## config.mk

```make
export PLATFORM = sky130hd
export DESIGN_NAME = button_bounce_gen
export DESIGN_NICKNAME = d
export VERILOG_FILES = /design/src/rtl/button_bounce_gen.sv
export SDC_FILE = /design/constraint.sdc
export NUM_CORES = 1
export LEC_CHECK = 0
export CORE_MARGIN = 2
export CORE_UTILIZATION = 57
export DETAILED_ROUTE_END_ITERATION = 10
export PLACE_DENSITY = 0.8
export SYNTH_ARGS = -nofsm -noshare
export SYNTH_HDL_FRONTEND = slang
export SYNTH_SLANG_ARGS = --single-unit
```

## constraint.sdc

```tcl
create_clock -name clk -period 4.5 [get_ports clk]
set_clock_uncertainty 0.1 [all_clocks]
set_input_delay 0.45 -clock clk [delete_from_list [all_inputs] [get_ports clk]]
set_output_delay 0.45 -clock clk [all_outputs]
set_load 0.05 [all_outputs]
```

## src/rtl/button_bounce_gen.sv

```systemverilog
// -----------------------------------------------------------------------------
// button_bounce_gen
//
// Emulates a mechanically noisy push button. On a start command it drives a
// configurable number of (~target, target) bounce pairs onto button_out, then
// holds the target level for a programmable settle time and signals done.
// The level then stays at target until the next command. Dwell time of each
// bounce phase is either one cycle or pseudo-random from a 16-bit LFSR.
//
// Ports:
//   clk            system clock
//   reset          asynchronous, active-low reset
//   start          command strobe, only honoured while idle
//   target_level   final settled level for this command
//   bounce_edges   number of (~target, target) bounce pairs, 0 = none
//   stable_cycles  cycles to hold target after bouncing (0 behaves as 1)
//   button_out     registered emulated button level
//   busy           high from command acceptance until done
//   done           one-cycle completion pulse
// -----------------------------------------------------------------------------
module button_bounce_gen #(
  parameter int          EDGE_W     = 4,
  parameter int          STABLE_W   = 24,
  parameter int          DWELL_W    = 3,
  parameter int          RANDOM     = 0,
  parameter logic [15:0] SEED       = 16'hACE1,
  parameter logic        IDLE_LEVEL = 1'b0
) (
  input  logic                clk,
  input  logic                reset,
  input  logic                start,
  input  logic                target_level,
  input  logic [EDGE_W-1:0]   bounce_edges,
  input  logic [STABLE_W-1:0] stable_cycles,
  output logic                button_out,
  output logic                busy,
  output logic                done
);

  // One down-counter serves both the bounce dwell and the settle time, so it
  // must be wide enough for whichever of the two is larger.
  localparam int CNT_W = (STABLE_W > DWELL_W) ? STABLE_W : DWELL_W;

  localparam logic [CNT_W-1:0]    CNT_ONE  = CNT_W'(1);
  localparam logic [EDGE_W-1:0]   EDGE_ONE = EDGE_W'(1);
  localparam logic [STABLE_W-1:0] STB_ONE  = STABLE_W'(1);

  typedef enum logic [2:0] {
    S_IDLE,
    S_BOUNCE_OFF,
    S_BOUNCE_ON,
    S_STABLE,
    S_DONE
  } state_t;

  state_t              state_q, state_d;
  logic [CNT_W-1:0]    cnt_q, cnt_d;
  logic [EDGE_W-1:0]   pairs_q, pairs_d;
  logic [STABLE_W-1:0] hold_q, hold_d;
  logic                tgt_q, tgt_d;
  logic                out_d, busy_d, done_d;
  logic [15:0]         lfsr_q;
  logic [CNT_W-1:0]    dwell_ld;

  // Fibonacci LFSR, polynomial x^16 + x^14 + x^13 + x^11 + 1, shifting right.
  function automatic logic [15:0] lfsr_next(input logic [15:0] l);
    logic fb;
    fb = l[0] ^ l[2] ^ l[3] ^ l[5];
    return {fb, l[15:1]};
  endfunction

  // Counter preload for a bounce phase of D cycles is D-1. With RANDOM off
  // D is always 1 (preload 0); otherwise D-1 is the raw LFSR field, which
  // gives a dwell of 1..2^DWELL_W without any adder.
  function automatic logic [CNT_W-1:0] dwell_load(input logic [DWELL_W-1:0] field);
    logic [CNT_W-1:0] d;
    d = '0;
    d[DWELL_W-1:0] = (RANDOM != 0) ? field : '0;
    return d;
  endfunction

  // Counter preload for the settle phase: max(S,1)-1, clamping S = 0 to a
  // single cycle instead of letting S-1 wrap to the full counter range.
  function automatic logic [CNT_W-1:0] stable_load(input logic [STABLE_W-1:0] s);
    logic [CNT_W-1:0] r;
    r = '0;
    if (s != '0) begin
      r[STABLE_W-1:0] = s - STB_ONE;
    end
    return r;
  endfunction

  // The dwell is sampled from the LFSR value present on the edge that enters
  // the bounce phase.
  assign dwell_ld = dwell_load(lfsr_q[DWELL_W-1:0]);

  // ---- next-state / next-output logic ----
  always_comb begin
    state_d = state_q;
    cnt_d   = cnt_q;
    pairs_d = pairs_q;
    hold_d  = hold_q;
    tgt_d   = tgt_q;
    out_d   = button_out;
    busy_d  = busy;
    done_d  = 1'b0;

    case (state_q)
      S_IDLE: begin
        busy_d = 1'b0;
        if (start) begin
          tgt_d  = target_level;
          hold_d = stable_cycles;
          busy_d = 1'b1;
          if (bounce_edges != '0) begin
            state_d = S_BOUNCE_OFF;
            pairs_d = bounce_edges;
            cnt_d   = dwell_ld;
            out_d   = ~target_level;
          end else begin
            state_d = S_STABLE;
            pairs_d = '0;
            cnt_d   = stable_load(stable_cycles);
            out_d   = target_level;
          end
        end
      end

      S_BOUNCE_OFF: begin
        if (cnt_q == '0) begin
          state_d = S_BOUNCE_ON;
          cnt_d   = dwell_ld;
          out_d   = tgt_q;
        end else begin
          cnt_d = cnt_q - CNT_ONE;
        end
      end

      S_BOUNCE_ON: begin
        if (cnt_q == '0) begin
          // Finishing a pair: more than one left means another OFF phase;
          // otherwise the level is already at target and settling starts.
          // Comparing against one keeps the pair counter from underflowing.
          if (pairs_q > EDGE_ONE) begin
            state_d = S_BOUNCE_OFF;
            pairs_d = pairs_q - EDGE_ONE;
            cnt_d   = dwell_ld;
            out_d   = ~tgt_q;
          end else begin
            state_d = S_STABLE;
            pairs_d = '0;
            cnt_d   = stable_load(hold_q);
            out_d   = tgt_q;
          end
        end else begin
          cnt_d = cnt_q - CNT_ONE;
        end
      end

      S_STABLE: begin
        if (cnt_q == '0) begin
          state_d = S_DONE;
          done_d  = 1'b1;
          busy_d  = 1'b0;
        end else begin
          cnt_d = cnt_q - CNT_ONE;
        end
      end

      S_DONE: begin
        // start is deliberately not looked at here; the next command is
        // taken from IDLE, which yields a one-cycle gap between commands.
        state_d = S_IDLE;
        busy_d  = 1'b0;
      end

      default: begin
        state_d = S_IDLE;
        busy_d  = 1'b0;
      end
    endcase
  end

  // ---- state and output registers ----
  always_ff @(posedge clk or negedge reset) begin
    if (!reset) begin
      state_q    <= S_IDLE;
      cnt_q      <= '0;
      pairs_q    <= '0;
      hold_q     <= '0;
      tgt_q      <= IDLE_LEVEL;
      lfsr_q     <= SEED;
      button_out <= IDLE_LEVEL;
      busy       <= 1'b0;
      done       <= 1'b0;
    end else begin
      state_q    <= state_d;
      cnt_q      <= cnt_d;
      pairs_q    <= pairs_d;
      hold_q     <= hold_d;
      tgt_q      <= tgt_d;
      lfsr_q     <= lfsr_next(lfsr_q);
      button_out <= out_d;
      busy       <= busy_d;
      done       <= done_d;
    end
  end

endmodule

```

==> results.tsv, run 1 <==
stage	metric	value	unit
cts	cts-root-buf	clkbuf_8	
synthesis	synth_ff_type	dfrtp_1	
placement	dpl_cell_area	4680	sq um
layout	antenna_cells	0	
die	die_area	8110	sq um
timing	tns	0	ns
cts	cts_hold_buf	0	
cts	cts_tree	done	
die	initial_utilization	58.5	%
cts	cts_resized	0	
power	fin_total_pwr	1.04	mW
route	wirelength	11.8	mm
route	num_vias	4072	
layout	fin_util	67.1	%
layout	final_cell_mix	dfrtp_1, nor2_1, clkdlybuf4s50_1	
die	die_height	90.0	microns
power	switching_power	0.258	mW
timing	maxSlewHeadroom	20.7	%
placement	dpl.hpwl	8.63	mm
die	coreArea	7210	sq um
timing	hold_violations	0	
timing	hold_slack	0.161	ns
placement	dp.cells	604	
die	rows	31	
layout	mostFrequentLayoutCell	dfrtp_1	
grt	antenna_found_initial	0	
timing	worstMarginPinSlew	1.19	ns
grt	grt_use_total	29.5	%
synthesis	synth_edf_count	0	
cts	htreeDepth	3	
critical_path	cp.required	4.66	ns
power	ir_worst_vdd	0.141	mV
layout	multi_input_area	2610	sq um
cts	cts_buffer_depth	2	
critical_path	end_kind	flop	
run	cap_violations	0	
route	drt-pass1-iter-count	6	
cts	clk_pin_slew	0.07	ns
placement	place_congestion	0.958	
route	vias_per_cell	6.58	
die	ios	35	
timing	rsz0062_at_grt	no	
grt	grt_pass1_wl	19.4	mm
route	drt-initial-drc-count	353	
synthesis	ys_warn_count	0	
grt	grt_max_degree	60	
grt	grt_pass1_vias	3841	
layout	drive_above_1_share	13.1	%
die	die_w	90.0	microns
critical_path	critPathKind	flop to flop	
power	p_int	0.778	mW
layout	areaGrowthSynthToFinish	14.7	%
synthesis	synth_area	4220	sq um
power	p_leak	1.97	nW
synthesis	async_flop_share	100	%
placement	place_ws	1.14	ns
layout	seqCellArea	1480	sq um
synthesis	yosysSeqAreaShare	35.0	%
critical_path	critPathLaunchType	flop	
route	drc	0	
grt	gr-total-overflow	0	
synthesis	syn_nets	517	
critical_path	cp_max_fo	19	
placement	io_buffer_count	34	
synthesis	synth_seq_cells	59	
cts	cts_setup_buffers	0	
cts	cts_buffers	9	
synthesis	avgSynthCellArea	8.83	sq um
worst_hold_path	min_path_type	input port to async pin	
outcome	outcome	finished clean	
timing	min_period	3.41	ns
power	swShare	24.9	%
synthesis	yosys.cell_types.count	60	
critical_path	arrival	3.57	ns
route	drtAntennaViolNets	0	
layout	fillerInstances	604	
layout	fin_cells	619	
timing	timing.final.max_slew_violations	0	
route	wl_per_cell	19.1	microns
timing	post-route-period-util	75.8	%
cts	clock-sinks	59	
timing	max_freq	0.293	GHz
timing	setup_violations	0	
layout	nets	555	
power	pwr_density_cell	214	nW/um^2
power	power_frac_comb	7.5	%
layout	final_area	4840	sq um
cts	clkLatencyLatePin	0.35	ns
power	power.share.clock	41.0	%
power	p_seq_share	51.5	%
timing	fin_ws	1.09	ns
synthesis	netlist_instances	478	
==> cells by family after synthesis <==
group,after synthesis,share of synthesized area (%)
multiplexers,23,6.14
AO/OA/AOI/OAI,132,21.2
buffers and inverters,31,3.11
XOR/XNOR,41,8.51
flip-flops,59,35.0
AND/OR/NAND/NOR,184,23.7
adder cells (fa/ha/maj),8,2.31
==> critical path, stage by stage, from the launching register on <==
cell      delay, ns
dfrtp_1        0.42
inv_1          0.09
ha_1           0.22
or4b_4         0.52
or4_4          0.60
or4_4          0.58
nor2_4         0.42
a22oi_1        0.16
o221ai_1       0.21
==> metal layers <==
layer	part of all wire (%)	GRT usage, %
met5	0	0
met1	43	39.9
met3	6.9	4.11
met2	48	48.6
met4	1.6	10.6
==> state kept, by name (all words and copies together) (netlist names) <==
name,count
cnt_q,24
hold_q,24
pairs_q,4
state_q,3
busy,1
button_out,1
done,1
tgt_q,1
==> synthesized netlist by cell type (2+ instances only) <==
cell / count / area [sq um]
a211oi_1: 9 / 67.6
a21oi_1: 24 / 120
a221oi_1: 4 / 35.0
a22oi_1: 9 / 67.6
a31o_2: 3 / 26.3
a31oi_1: 3 / 18.8
a32oi_1: 2 / 17.5
and2_1: 2 / 12.5
buf_1: 2 / 7.51
buf_6: 2 / 22.5
clkbuf_1: 14 / 52.6
dfrtp_1: 59 / 1480
ha_1: 7 / 87.6
inv_1: 13 / 48.8
mux2_2: 23 / 259
nand2_1: 26 / 97.6
nand3_1: 16 / 80.1
nand3b_1: 3 / 22.5
nor2_1: 46 / 173
nor2b_1: 4 / 25.0
nor3_1: 27 / 135
nor4_1: 18 / 113
nor4b_1: 4 / 35.0
o211ai_1: 2 / 15.0
o211ai_2: 2 / 25.0
o21ai_0: 31 / 155
o21ai_1: 10 / 50.1
o221ai_1: 3 / 26.3
o22ai_1: 8 / 50.1
o22ai_2: 2 / 25.0
o31ai_1: 6 / 45.0
o41ai_1: 5 / 43.8
or2_2: 2 / 12.5
or3_1: 7 / 43.8
or4_1: 14 / 105
or4_4: 2 / 22.5
or4b_2: 2 / 20.0
xnor2_1: 19 / 166
xor2_1: 22 / 193
==> worst paths after layout <==
path,from,endpoint,slack (ns),cells after the start
max,cnt_q[0],cnt_q[22],1.09,8
min,reset,state_q[0],0.16,2
max reg2reg,cnt_q[0],cnt_q[22],1.09,8
min reg2reg,cnt_q[16],cnt_q[16],0.42,2
max in group asynchronous,reset,hold_q[22],3.63,2
min in group clk,cnt_q[16],cnt_q[16],0.42,2
==> area by class of cell <==
class	instances	area share, %
clock buffers	12	3.00
inverters	13	1.01
well taps	99	2.56
repair buffers	45	8.63
flip-flops and latches	59	30.5
clock inverters	3	0.310
multi-input cells	388	54.0
==> power groups by stage <==
| stage | Combinational (mW) | Clock (mW) | Sequential, mW |
|---|---|---|---|
| finish | 0.0782 | 0.424 | 0.533 |
| global route | 0.0845 | 0.451 | 0.533 |
| CTS | 0.0779 | 0.427 | 0.533 |
| detailed placement | 0.0774 | 0 | 0.543 |
| global placement | 0.0756 | 0 | 0.543 |
| floorplan | 0.0182 | 0 | 0.545 |
(Power assumes the default switching activity.)
==> run 2: changes to the inputs <==
--- a/config.mk
+++ b/config.mk
@@ -6,9 +6,9 @@
 export NUM_CORES = 1
 export LEC_CHECK = 0
 export CORE_MARGIN = 2
-export CORE_UTILIZATION = 57
+export CORE_UTILIZATION = 53
 export DETAILED_ROUTE_END_ITERATION = 10
-export PLACE_DENSITY = 0.8
+export PLACE_DENSITY = 0.78
 export SYNTH_ARGS = -nofsm -noshare
 export SYNTH_HDL_FRONTEND = slang
 export SYNTH_SLANG_ARGS = --single-unit
==> constraint.sdc (replaced) <==
create_clock -name clk -period 2.9 [get_ports clk]
set_clock_uncertainty 0.1 [all_clocks]
set_input_delay 0.29 -clock clk [delete_from_list [all_inputs] [get_ports clk]]
set_output_delay 0.29 -clock clk [all_outputs]
set_load 0.05 [all_outputs]
==> results.tsv, run 2 (same netlist as run 1, synthesis figures left out) <==
stage	metric	value	unit	change
cts	cts_buffers	9		unchanged
cts	clkLatencyLatePin	0.35	ns	about the same
power	ir_worst_vdd	0.236	mV	+67%
timing	min_period	2.80	ns	-0.610 ns
die	ios	35		unchanged
route	drtAntennaViolNets	0		unchanged
route	drt-pass1-iter-count	5		-1
cts	clk_pin_slew	0.07	ns	about the same
timing	hold_violations	0		unchanged
timing	hold_slack	0.364	ns	+0.204 ns
grt	grt_pass1_wl	20.7	mm	+6.9%
timing	worstMarginPinSlew	0.595	ns	-0.595 ns
layout	final_cell_mix	dfrtp_1, buf_4, nor2_1		
die	initial_utilization	54.6	%	-3.9 points
timing	maxSlewHeadroom	60.0	%	+39 points
die	die_area	8690	sq um	+7.2%
cts	htreeDepth	3		unchanged
timing	fin_ws	0.100	ns	-0.990 ns
timing	setup_violations	0		unchanged
placement	dp.cells	650		+7.6%
critical_path	crit_path_frequent_cell	buf_6		
die	die_height	93.2	microns	+3.5%
critical_path	cp.required	3.01	ns	-1.65 ns
layout	fin_cells	668		+7.9%
power	p_seq_share	47.4	%	-4.1 points
grt	grt_pass1_vias	4236		+10%
layout	fillerInstances	577		-4.5%
critical_path	r2r.worst_path.cells	10		+2
critical_path	cp_slowest_cell	or4b_4		
layout	antenna_cells	0		unchanged
route	drt-initial-drc-count	380		+7.6%
power	swShare	22.7	%	-2.2 points
die	rows	32		+3.2%
grt	gr-total-overflow	0		unchanged
grt	antenna_found_initial	0		unchanged
layout	mostFrequentLayoutCell	dfrtp_1		
outcome	outcome	finished clean		
critical_path	critPathMaxStageDelay	0.46	ns	-0.14 ns
placement	dpl_cell_area	5030	sq um	+7.5%
critical_path	path_cells	inv_2, ha_4, or4b_4, or4_4, buf_6, o41ai_4, buf_6, nor3_1, a22oi_1, o221ai_1		
die	die_w	93.2	microns	+3.5%
grt	grt_use_total	30.2	%	+0.70 points
critical_path	critPathLaunchType	flop		
layout	final_area	5300	sq um	+9.4%
critical_path	critPathKind	flop to flop		
die	coreArea	7730	sq um	+7.1%
placement	place_ws	-0.0300	ns	-1.17 ns
power	power.share.clock	44.9	%	+3.9 points
cts	cts_buffer_depth	2		unchanged
power	p_int	1.35	mW	+73%
cts	cts-root-buf	clkbuf_8		
placement	io_buffer_count	34		unchanged
power	pwr_density_cell	329	nW/um^2	+54%
layout	drive_above_1_share	21.6	%	+8.5 points
route	wirelength	12.5	mm	+6.2%
critical_path	arrival	2.91	ns	-0.66 ns
placement	place_congestion	0.938		-2.1%
power	switching_power	0.396	mW	+54%
route	num_vias	4340		+6.6%
timing	rsz0062_at_grt	no		
cts	clock-sinks	59		unchanged
run	cap_violations	0		unchanged
critical_path	end_kind	flop		
timing	timing.final.max_slew_violations	0		unchanged
route	wl_per_cell	18.8	microns	-1.6%
layout	fin_util	68.5	%	+1.5 points
critical_path	cp_max_fo	4		-15
route	vias_per_cell	6.50		-1.2%
worst_hold_path	min_path_type	input port to async pin		
timing	max_freq	0.357	GHz	+22%
power	power_frac_comb	7.6	%	about the same
timing	post-route-period-util	96.6	%	+21 points
placement	dpl.hpwl	9.47	mm	+9.8%
power	p_leak	2.23	nW	+13%
layout	nets	602		+8.5%
route	drc	0		unchanged
grt	grt_max_degree	39		-35%
layout	reg_top3	cnt_q: 24 flops, hold_q: 24 flops, pairs_q: 4 flops		
layout	areaGrowthSynthToFinish	25.5	%	
cts	cts_tree	done		
[run 2: cell count changes in the layout (fill, tap and decap cells not counted), sizes merged]
cell / change
buf: +46
dlygate4sd3: +1
clkinv: -2
bufinv: +1
[run 2: path summary, 6_finish.rpt]
path / slack [ns] / endpoint / from
max in group asynchronous: 1.45 / hold_q[17] / reset
worst max register to register: 0.1 / cnt_q[19] / cnt_q[1]
worst max-delay path: 0.1 / cnt_q[19] / cnt_q[1]
worst min-delay path: 0.36 / state_q[0] / reset
worst min register to register: 0.42 / cnt_q[16] / cnt_q[16]
min in group clk: 0.42 / cnt_q[16] / cnt_q[16]
[run 2: per-layer routing]
metal  GRT usage [%]  part of all wire, %  up-vias  routed length [microns]
met3            5.16                  6.3       37                      794
met2            50.5                   49      206                     6120
met4            11.3                  2.6        0                      322
li1                -                    -     1988                        -
met1            39.3                   42     2109                     5310
met5               0                    0        -                        0
[run 2: per-stage QoR]
stage | TNS, ns | power (mW)
2_1_floorplan | -0.452 | 0.873
3_3_place_gp | 0 | 0.971
5_1_grt | 0 | 1.80
3_5_place_dp | -0.0369 | 0.973
6_report | 0 | 1.74
4_1_cts | 0 | 1.75
[run 2: worst max-delay path, delay by kind of cell, from the launching register on]
family | cells | cell delay [ns]
and+or+nand+nor | 3 | 0.95
DFF | 1 | 0.39
AOI/OAI and AO/OA | 3 | 0.70
adders and majority gates | 1 | 0.14
buffers and inverters | 3 | 0.40
[run 2: power groups by stage]
stage / clock network (mW) / registers (mW) / logic [mW]
5_1_grt: 0.829 / 0.827 / 0.144
6_report: 0.784 / 0.828 / 0.133
2_1_floorplan: 0 / 0.845 / 0.0285
3_3_place_gp: 0 / 0.843 / 0.128
4_1_cts: 0.786 / 0.828 / 0.132
3_5_place_dp: 0 / 0.843 / 0.130
[run 2: final cells by class]
cell class	instances	area [sq um]	area share, %
tap	102	128	2.41
multi-input combinational	388	2640	49.9
clock inverter	2	35.0	0.661
inverter	13	48.8	0.921
timing repair buffer	92	801	15.1
clock buffer	12	165	3.12
sequential	59	1480	27.9
[run 2: what timing repair did]
| item | 4_1_cts | 5_1_grt |
|---|---|---|
| pin swaps | 1 | 3 |
| hold buffers | 1 | 0 |
| setup buffers | 0 | 3 |
| endpoints found under the hold margin | 21 | 0 |
| endpoints found under the setup margin | 6 | 21 |
| resized for setup | 1 | 7 |
